**config.mk**
```make
export PLATFORM = sky130hd
export DESIGN_NAME = rom_access_arbiter
export DESIGN_NICKNAME = d
export VERILOG_FILES = /design/src/rtl/rom_access_arbiter_pkg.sv /design/src/rtl/rom_blk_sequencer.sv /design/src/rtl/rom_access_arbiter.sv
export SDC_FILE = /design/constraint.sdc
export NUM_CORES = 1
export LEC_CHECK = 0
export BUFFER_PORTS_ARGS = -buffer_cell sky130_fd_sc_hd__clkbuf_2
export CAP_MARGIN = 20
export CORE_UTILIZATION = 25
export DETAILED_ROUTE_END_ITERATION = 16
export PLACE_DENSITY = 0.41
export SLEW_MARGIN = 10
export SYNTH_ARGS = -nofsm -noshare
export SYNTH_HDL_FRONTEND = slang
export SYNTH_SLANG_ARGS = --single-unit
```
**constraint.sdc**
```tcl
create_clock -name clk -period 2.8 [get_ports clk]
set_input_delay 0 -clock clk [delete_from_list [all_inputs] [get_ports clk]]
set_output_delay 0 -clock clk [all_outputs]
set_load 0.005 [all_outputs]
```
**src/rtl/rom_access_arbiter_pkg.sv**
```systemverilog
// Shared widths, sequencer state encoding and checksum helper for the
// instruction-ROM access arbiter.
package rom_access_arbiter_pkg;

  localparam int ADDR_W = 12;
  localparam int DATA_W = 18;
  localparam int LEN_W  = ADDR_W + 1;

  typedef enum logic [1:0] {
    IDLE  = 2'd0,
    RUN   = 2'd1,
    DRAIN = 2'd2
  } seq_state_e;

  // Checksum accumulation wraps naturally at the word width.
  function automatic logic [DATA_W-1:0] sum_add(input logic [DATA_W-1:0] acc,
                                                input logic [DATA_W-1:0] word);
    return acc + word;
  endfunction

endpackage

```
**src/rtl/rom_blk_sequencer.sv**
```systemverilog
// Block-read sequencer: issues consecutive ROM reads in cycles the processor
// leaves idle, streams the returned words and accumulates their checksum.
module rom_blk_sequencer
  import rom_access_arbiter_pkg::*;
(
  input  logic              clk,
  input  logic              reset_n,
  input  logic              cpu_en,
  input  logic [DATA_W-1:0] rom_inst,
  input  logic              blk_start,
  input  logic [ADDR_W-1:0] blk_add,
  input  logic [LEN_W-1:0]  blk_len,
  output logic              seq_issue,
  output logic [ADDR_W-1:0] seq_addr,
  output logic              blk_busy,
  output logic              blk_valid,
  output logic [DATA_W-1:0] blk_data,
  output logic              blk_done,
  output logic [DATA_W-1:0] blk_sum
);

  seq_state_e        state_r;
  seq_state_e        state_s;
  logic              issue_s;
  logic              start_ok_s;
  logic              last_issue_s;
  logic [ADDR_W-1:0] seq_addr_r;
  logic [LEN_W-1:0]  remaining_r;
  logic              issue_q_r;
  logic              last_issue_r;
  logic              last_ret_r;
  logic              blk_busy_r;
  logic              blk_valid_r;
  logic [DATA_W-1:0] blk_data_r;
  logic              blk_done_r;
  logic [DATA_W-1:0] blk_sum_r;

  // Issue qualification and next-state selection.
  always_comb begin
    issue_s      = (state_r == RUN) & ~cpu_en;
    // busy still covers the final-word return while the FSM is already IDLE
    start_ok_s   = blk_start & ~blk_busy_r & (state_r == IDLE) & (blk_len != {LEN_W{1'b0}});
    last_issue_s = issue_s & (remaining_r == {{(LEN_W-1){1'b0}}, 1'b1});
    state_s      = state_r;
    case (state_r)
      IDLE: begin
        if (start_ok_s) state_s = RUN;
        else            state_s = IDLE;
      end
      RUN: begin
        if (last_issue_s) state_s = DRAIN;
        else              state_s = RUN;
      end
      DRAIN:   state_s = IDLE;
      default: state_s = IDLE;
    endcase
  end

  // FSM state register.
  always_ff @(posedge clk or negedge reset_n) begin
    if (!reset_n) state_r <= IDLE;
    else          state_r <= state_s;
  end

  // Address and remaining-count bookkeeping; held while the processor owns the ROM.
  always_ff @(posedge clk or negedge reset_n) begin
    if (!reset_n) begin
      seq_addr_r  <= {ADDR_W{1'b0}};
      remaining_r <= {LEN_W{1'b0}};
    end else if (start_ok_s) begin
      seq_addr_r  <= blk_add;
      remaining_r <= blk_len;
    end else if (issue_s) begin
      seq_addr_r  <= seq_addr_r + {{(ADDR_W-1){1'b0}}, 1'b1};
      remaining_r <= remaining_r - {{(LEN_W-1){1'b0}}, 1'b1};
    end
  end

  // Return path, checksum and completion signalling.
  always_ff @(posedge clk or negedge reset_n) begin
    if (!reset_n) begin
      issue_q_r    <= 1'b0;
      last_issue_r <= 1'b0;
      last_ret_r   <= 1'b0;
      blk_busy_r   <= 1'b0;
      blk_valid_r  <= 1'b0;
      blk_data_r   <= {DATA_W{1'b0}};
      blk_done_r   <= 1'b0;
      blk_sum_r    <= {DATA_W{1'b0}};
    end else begin
      issue_q_r    <= issue_s;
      last_issue_r <= last_issue_s;
      last_ret_r   <= last_issue_r;
      blk_valid_r  <= issue_q_r;
      blk_done_r   <= last_ret_r;
      if (issue_q_r) blk_data_r <= rom_inst;
      if (start_ok_s)     blk_sum_r <= {DATA_W{1'b0}};
      else if (issue_q_r) blk_sum_r <= sum_add(blk_sum_r, rom_inst);
      if (start_ok_s)      blk_busy_r <= 1'b1;
      else if (last_ret_r) blk_busy_r <= 1'b0;
    end
  end

  assign seq_issue = issue_s;
  assign seq_addr  = seq_addr_r;
  assign blk_busy  = blk_busy_r;
  assign blk_valid = blk_valid_r;
  assign blk_data  = blk_data_r;
  assign blk_done  = blk_done_r;
  assign blk_sum   = blk_sum_r;

endmodule

```
**src/rtl/rom_access_arbiter.sv**
```systemverilog
// Shares the instruction ROM between processor fetch (absolute priority) and
// the block-read sequencer; keeps the processor's view of the ROM undisturbed.
module rom_access_arbiter
  import rom_access_arbiter_pkg::*;
(
  input  logic              clk,
  input  logic              reset_n,
  input  logic              cpu_en,
  input  logic [ADDR_W-1:0] cpu_add,
  output logic [DATA_W-1:0] cpu_inst,
  output logic              rom_en,
  output logic [ADDR_W-1:0] rom_add,
  input  logic [DATA_W-1:0] rom_inst,
  input  logic              blk_start,
  input  logic [ADDR_W-1:0] blk_add,
  input  logic [LEN_W-1:0]  blk_len,
  output logic              blk_busy,
  output logic              blk_valid,
  output logic [DATA_W-1:0] blk_data,
  output logic              blk_done,
  output logic [DATA_W-1:0] blk_sum
);

  logic              seq_issue_s;
  logic [ADDR_W-1:0] seq_addr_s;
  logic              cpu_fetch_r;
  logic [DATA_W-1:0] cpu_hold_r;

  rom_blk_sequencer u_seq (
    .clk       (clk),
    .reset_n   (reset_n),
    .cpu_en    (cpu_en),
    .rom_inst  (rom_inst),
    .blk_start (blk_start),
    .blk_add   (blk_add),
    .blk_len   (blk_len),
    .seq_issue (seq_issue_s),
    .seq_addr  (seq_addr_s),
    .blk_busy  (blk_busy),
    .blk_valid (blk_valid),
    .blk_data  (blk_data),
    .blk_done  (blk_done),
    .blk_sum   (blk_sum)
  );

  // Processor always wins the ROM port.
  always_comb begin
    rom_en = cpu_en | seq_issue_s;
    if (cpu_en) rom_add = cpu_add;
    else        rom_add = seq_addr_s;
  end

  // Hold the last fetched word so sequencer reads never reach the processor.
  always_ff @(posedge clk or negedge reset_n) begin
    if (!reset_n) begin
      cpu_fetch_r <= 1'b0;
      cpu_hold_r  <= {DATA_W{1'b0}};
    end else begin
      cpu_fetch_r <= cpu_en;
      if (cpu_fetch_r) cpu_hold_r <= rom_inst;
    end
  end

  assign cpu_inst = cpu_fetch_r ? rom_inst : cpu_hold_r;

endmodule

```
==> metrics.yaml, run 1 <==
pwr:
  p_clk_share_pct: 20.4
  p_switching_w: 0.00210
  pwr-share-comb_pct: 42.6
  irDropWorstVdd_uv: 321
  p_int_w: 0.00340
  pwr-share-seq_pct: 37.0
  switching_share_pct: 38.1
  pwr_density_cell_nw_per_um2: 864
  p_leak_nw: 2.87
placement:
  dp_hpwl_um: 9370
  port_buffers: 128
  postPlaceCellArea_um2: 5650
  place_congestion: 0.777
die:
  dieWidth_um: 140
  start_util_pct: 25.9
  core_um2: 18300
  num_rows: 49
  dieArea_um2: 19500
  dieHeight_um: 140
  io_pins: 129
synthesis:
  ys.flop_type: "dfrtp_1"
  syn_inst: 462
  avgSynthCellArea_um2: 10.2
  synth_nets: 542
  synth_common_cells: "dfrtp_1, nand2_1, mux2_2, nor2_1, o21ai_1"
  synthTopCellsByArea: "dfrtp_1, mux2_2, ha_1"
  yosys.area.top_type: "dfrtp_1"
  ys_ff_latch: 88
  synth_cell_types: 53
  yosysSeqAreaShare_pct: 46.6
  synth_edf_count: 0
  yosysMostFrequentCell: "dfrtp_1"
  synth_area_um2: 4730
  synth.top_cell.area_share_pct: 46.6
  ys_async_sr_fraction_pct: 100
  ys_warn_count: 0
critical_path:
  critPathSlowestCell: "or4_1"
  crit_buf_inv: 1
  cp-end-kind: "flop"
  crit_arrival_ps: 2780
  critPathKind: "reg -> reg"
  startpoint_type: "flop"
  path_cells: "ha_1, inv_1, fa_1, nor2b_1, o31ai_1, a21oi_2, a32oi_2, or4_1, o211ai_1"
  cp_max_fo: 5
  slowest_delay_ps: 530
  crit_family: "simple AND/OR/NAND/NOR gates"
  required_ps: 3070
  r2r_slack_ps: 280
cells_and_area:
  final_area_um2: 6370
  diodes: 0
  drive_above_1_share_pct: 30.2
  nets: 715
  syn_to_final_growth_pct: 34.6
  fill_cells: 1891
  multiInputGateArea_um2: 2400
  register_area_um2: 2200
clocking:
  tritoncts: "built"
  cts.sinks: 88
  clock_path_buffers: 2
  cts.clk_slew.worst_paths_ps: 70
  cts_setup_buffers: 0
  cts_made_buffers: 9
  cts_root_buffer: "clkbuf_16"
  htree_levels: 3
  clock_latency_ps: 350
sta:
  tightest_slew_ps: 936
  final_max_slew_viol_count: 0
  hold_viol: 0
  tns_ps: 0
  finalCritPeriodShare_pct: 89.9
  skew_ps: 11.8
  fin_crit_ps: 2520
  setup_viol: 0
  fmax_mhz: 397
  rsz0062_at_grt: "false"
  slew_headroom_pct: 37.6
grt:
  grt_max_degree: 72
  antenna_found_initial: 0
  grt_usage_pct: 14.0
  grt_pass1_vias: 4139
  grt_pass1_wl_um: 21400
  overflow: 0
status:
  outcome: "complete, no violations"
drt:
  vias_per_cell: 4.73
  antenna_left: 0
  firstDrtPassIters: 4
  dr_total_vias: 4110
  wirelength_um: 13000
  initialDrtViolationCount: 169
  remaining_drc_errors: 0
  routedWlPerCell_um: 15.0
flow_run:
  maxCapViolCount: 0
hold_path:
  hp-class: "in -> reg"
[final timing paths]
path	to	depth (start not counted)	start
min in group asynchronous	u_seq.blk_sum[4]	2	reset_n
worst max-delay path	u_seq.blk_sum[14]	9	u_seq.blk_sum[0]
max in group asynchronous	u_seq.blk_sum[10]	3	reset_n
worst max register to register	u_seq.blk_sum[14]	9	u_seq.blk_sum[0]
worst min-delay path	cpu_fetch_r	2	cpu_en
worst min register to register	u_seq.last_ret_r	0	u_seq.last_issue_r
[power groups by stage]
stage / registers (W) / clock network (W) / logic [W]
after floorplan: 0.00200 / 0 / 0.00154
after CTS: 0.00204 / 0.00118 / 0.00237
final: 0.00204 / 0.00112 / 0.00234
after global routing: 0.00211 / 0.00123 / 0.00264
after global placement: 0.00204 / 0 / 0.00230
after detailed placement: 0.00206 / 0 / 0.00231
[layout by cell type (no fill, tap or decap), types with 4 or more instances in the layout]
cell,synthesis,final
clkbuf_16,0,9
nand4_1,10,10
xnor2_1,8,8
buf_4,0,10
nand3_1,15,15
clkbuf_2,0,127
nand2_1,50,50
dlygate4sd3_1,0,44
ha_1,20,20
a221o_1,5,5
mux2_2,34,34
mux2_1,10,10
xor2_1,9,9
dfrtp_1,88,87
o21ai_0,17,17
a21oi_1,16,15
nor2_1,25,25
o221ai_1,4,4
o21ai_1,25,25
mux2i_1,5,5
or4_1,6,6
nand2b_1,8,8
a211oi_1,5,5
or3_1,4,4
inv_1,14,14
nor2b_1,4,4
nor3_1,14,14
o211ai_1,8,8
[final cells by class]
type	instances	share of cell area (%)
Sequential cell	88	34.6
Timing Repair Buffer	181	18.1
Inverter	16	0.943
Clock inverter	3	0.275
Multi-Input combinational cell	339	37.7
Clock buffer	13	3.93
Tap cell	229	4.50
[routing by layer]
| metal | vias up | global-route usage, % | share of wire (%) |
|---|---|---|---|
| li1 | 2038 | - | - |
| met1 | 1959 | 17.0 | 44 |
| met2 | 103 | 24.3 | 50 |
| met3 | 10 | 3.54 | 4.7 |
| met4 | 0 | 3.82 | 1.1 |
| met5 | - | 0 | 0 |
[flip-flops by register name, summed over array words and instances, names as in the netlist]
| signal | count |
|---|---|
| u_seq.blk_data | 18 |
| cpu_hold_r | 18 |
| u_seq.blk_busy | 1 |
| u_seq.issue_q_r | 1 |
| u_seq.seq_addr | 12 |
| u_seq.remaining_r | 13 |
| cpu_fetch_r | 1 |
| u_seq.blk_sum | 18 |
| u_seq.state_r | 2 |
| u_seq.last_issue_r | 1 |
| u_seq.last_ret_r | 1 |
| u_seq.blk_done | 1 |
| u_seq.blk_valid | 1 |
[cells by family after synthesis]
group	count (synthesis)	synth area share, %
AO/OA/AOI/OAI	99	13.3
XOR/XNOR	17	3.15
adder cells (fa/ha/maj)	21	5.71
buffers and inverters	35	2.96
flip-flops	88	46.6
multiplexers	49	11.5
AND/OR/NAND/NOR	153	16.8
[through the flow]
step	power, W	utilization, %	instances	hold WS, ps	worst slack (ps)
floorplan	0.00354	-	462	-296	496
global placement	0.00434	30.9	809	211	222
detailed placement	0.00437	30.9	809	213	167
CTS	0.00559	34.8	869	47.3	146
global route	0.00598	34.9	869	60.5	93.3
finish	0.00550	34.9	869	67.8	281
[what timing repair did]
item                                    in CTS  in global routing
hold endpoints to repair                   130                  0
hold buffers                                44                  0
gates resized for setup                      0                  2
endpoints found under the setup margin       0                  1
Note: power is estimated with default switching activity, not from simulation.
==> run 2, diff against run 1 <==
CORE_MARGIN = 2   (was unset)
==> run 2 against run 1 <==
Effect of this change: non-clock buffer count rose by 1; largest cell class unchanged; wire length rose by 3.2%; clock-buffer cell count fell by 4; critical path type unchanged; total power rose by 0.63%; largest power group unchanged.
==> metrics.yaml, run 2 (synthesis gave the netlist of run 1 again) <==
status:
  outcome: "complete, no violations"
cells_and_area:
  final_area_um2: 6380
  mostFrequentLayoutCells: "clkbuf_2, dfrtp_1, nand2_1, dlygate4sd3_1, mux2_2"
  register_area_um2: 2200
  diodes: 0
  syn_to_final_growth_pct: 35.0
  mostFrequentLayoutCell: "clkbuf_2"
  multiInputGateArea_um2: 2400
  drive_above_1_share_pct: 30.6
  nets: 716
  fill_cells: 1940
pwr:
  pwr_density_cell_nw_per_um2: 867
  irDropWorstVdd_uv: 297
  p_leak_nw: 2.88
sta:
  slew_headroom_pct: 60.3
  tightest_slew_ps: 595
  setup_viol: 0
  setup_ws_ps: 236
  finalCritPeriodShare_pct: 91.6
  fin_crit_ps: 2560
  fmax_mhz: 390
  tns_ps: 0
  rsz0062_at_grt: "false"
  final_max_slew_viol_count: 0
  hold_viol: 0
  skew_ps: 10.6
  whs_ps: 60.1
die:
  dieHeight_um: 142
  num_rows: 50
  dieWidth_um: 142
  io_pins: 129
  core_um2: 18600
  dieArea_um2: 20000
  start_util_pct: 25.4
clocking:
  cts_made_buffers: 9
  clock_latency_ps: 350
  cts.sinks: 88
  htree_levels: 3
  clock_path_buffers: 2
  tritoncts: "built"
  cts_root_buffer: "clkbuf_16"
  cts.clk_slew.worst_paths_ps: 70
critical_path:
  critPathSlowestCell: "or4_1"
  startpoint_type: "flop"
  cp_max_fo: 5
  slowest_delay_ps: 530
  cp-end-kind: "flop"
  crit_arrival_ps: 2830
  critPathKind: "reg -> reg"
  path_cells: "ha_1, inv_1, fa_1, nor2b_1, o31ai_1, a21oi_2, a32oi_2, or4_1, o211ai_1"
  required_ps: 3060
placement:
  place_congestion: 0.771
  dp_hpwl_um: 9770
  pre_cts_ws_ps: 152
  postPlaceCellArea_um2: 5660
  port_buffers: 128
flow_run:
  maxCapViolCount: 0
grt:
  overflow: 0
  grt_pass1_wl_um: 21900
  antenna_found_initial: 0
  grt_usage_pct: 13.8
  grt_pass1_vias: 4298
  grt_max_degree: 35
drt:
  vias_per_cell: 4.75
  dr_total_vias: 4157
  firstDrtPassIters: 4
  remaining_drc_errors: 0
  wirelength_um: 13400
  initialDrtViolationCount: 190
  antenna_left: 0
  routedWlPerCell_um: 15.3
hold_path:
  hp-class: "in -> reg"
-- run 2: changes by cell type in the layout (fill, tap and decap cells not counted), sizes merged --
cell      delta
clkinvlp     +1
clkbuf       -4
clkinv       +2
buf          +1
inv          +1
-- run 2: worst paths after layout --
path	from	end	slack, ps	depth (start not counted)
worst max register to register	u_seq.blk_sum[0]	u_seq.blk_sum[14]	240	9
worst max-delay path	u_seq.blk_sum[0]	u_seq.blk_sum[14]	240	9
worst min-delay path	cpu_en	cpu_fetch_r	60	2
min in group asynchronous	reset_n	u_seq.blk_data[4]	120	2
max in group asynchronous	reset_n	cpu_hold_r[16]	1880	3
worst min register to register	u_seq.last_issue_r	u_seq.last_ret_r	370	0
-- run 2: layout make-up --
type / instances / area share (%)
Clock buffer: 9 / 3.53
Clock inverter: 7 / 0.745
Inverter: 16 / 0.941
Multi-Input combinational cell: 339 / 37.6
Sequential cell: 88 / 34.5
Tap cell: 234 / 4.59
Timing Repair Buffer: 182 / 18.1
-- run 2: per-layer routing --
layer / track usage [%] / share of wire [%] / routed length (um) / vias to the layer above
li1: - / - / - / 2039
met1: 17.4 / 45 / 6100 / 2002
met2: 23.7 / 49 / 6530 / 105
met3: 2.67 / 4.3 / 582 / 11
met4: 5.05 / 1.5 / 200 / 0
met5: 0 / 0 / 0 / -
-- run 2: timing repair --
item | 4_1_cts | 5_1_grt
hold buffers | 44 | 0
setup buffers | 0 | 0
resized for setup | 0 | 2
hold endpoints to repair | 87 | 0
endpoints found under the setup margin | 0 | 1
-- run 2: through the flow --
| step | power (W) | util (%) | cells |
|---|---|---|---|
| floorplan | 0.00354 | - | 462 |
| global placement | 0.00435 | 30.4 | 815 |
| detailed placement | 0.00438 | 30.4 | 815 |
| CTS | 0.00560 | 34.2 | 875 |
| global route | 0.00601 | 34.2 | 875 |
| finish | 0.00554 | 34.2 | 875 |
-- run 2: power breakdown --
group	internal (W)	switching, W	total [W]	leakage (nW)
Combinational	0.00110	0.00125	0.00235	1.69
Clock	0.000602	0.000539	0.00114	0.132
Sequential	0.00168	0.000368	0.00205	1.06
-- run 2: critical path, delay by kind of cell (launching register included) --
kind                       cells  cell delay (ps)
and+or+nand+nor                2              730
AOI/OAI and AO/OA              4              720
adders and majority gates      2              590
DFF                            1              370
buffers and inverters          1               60
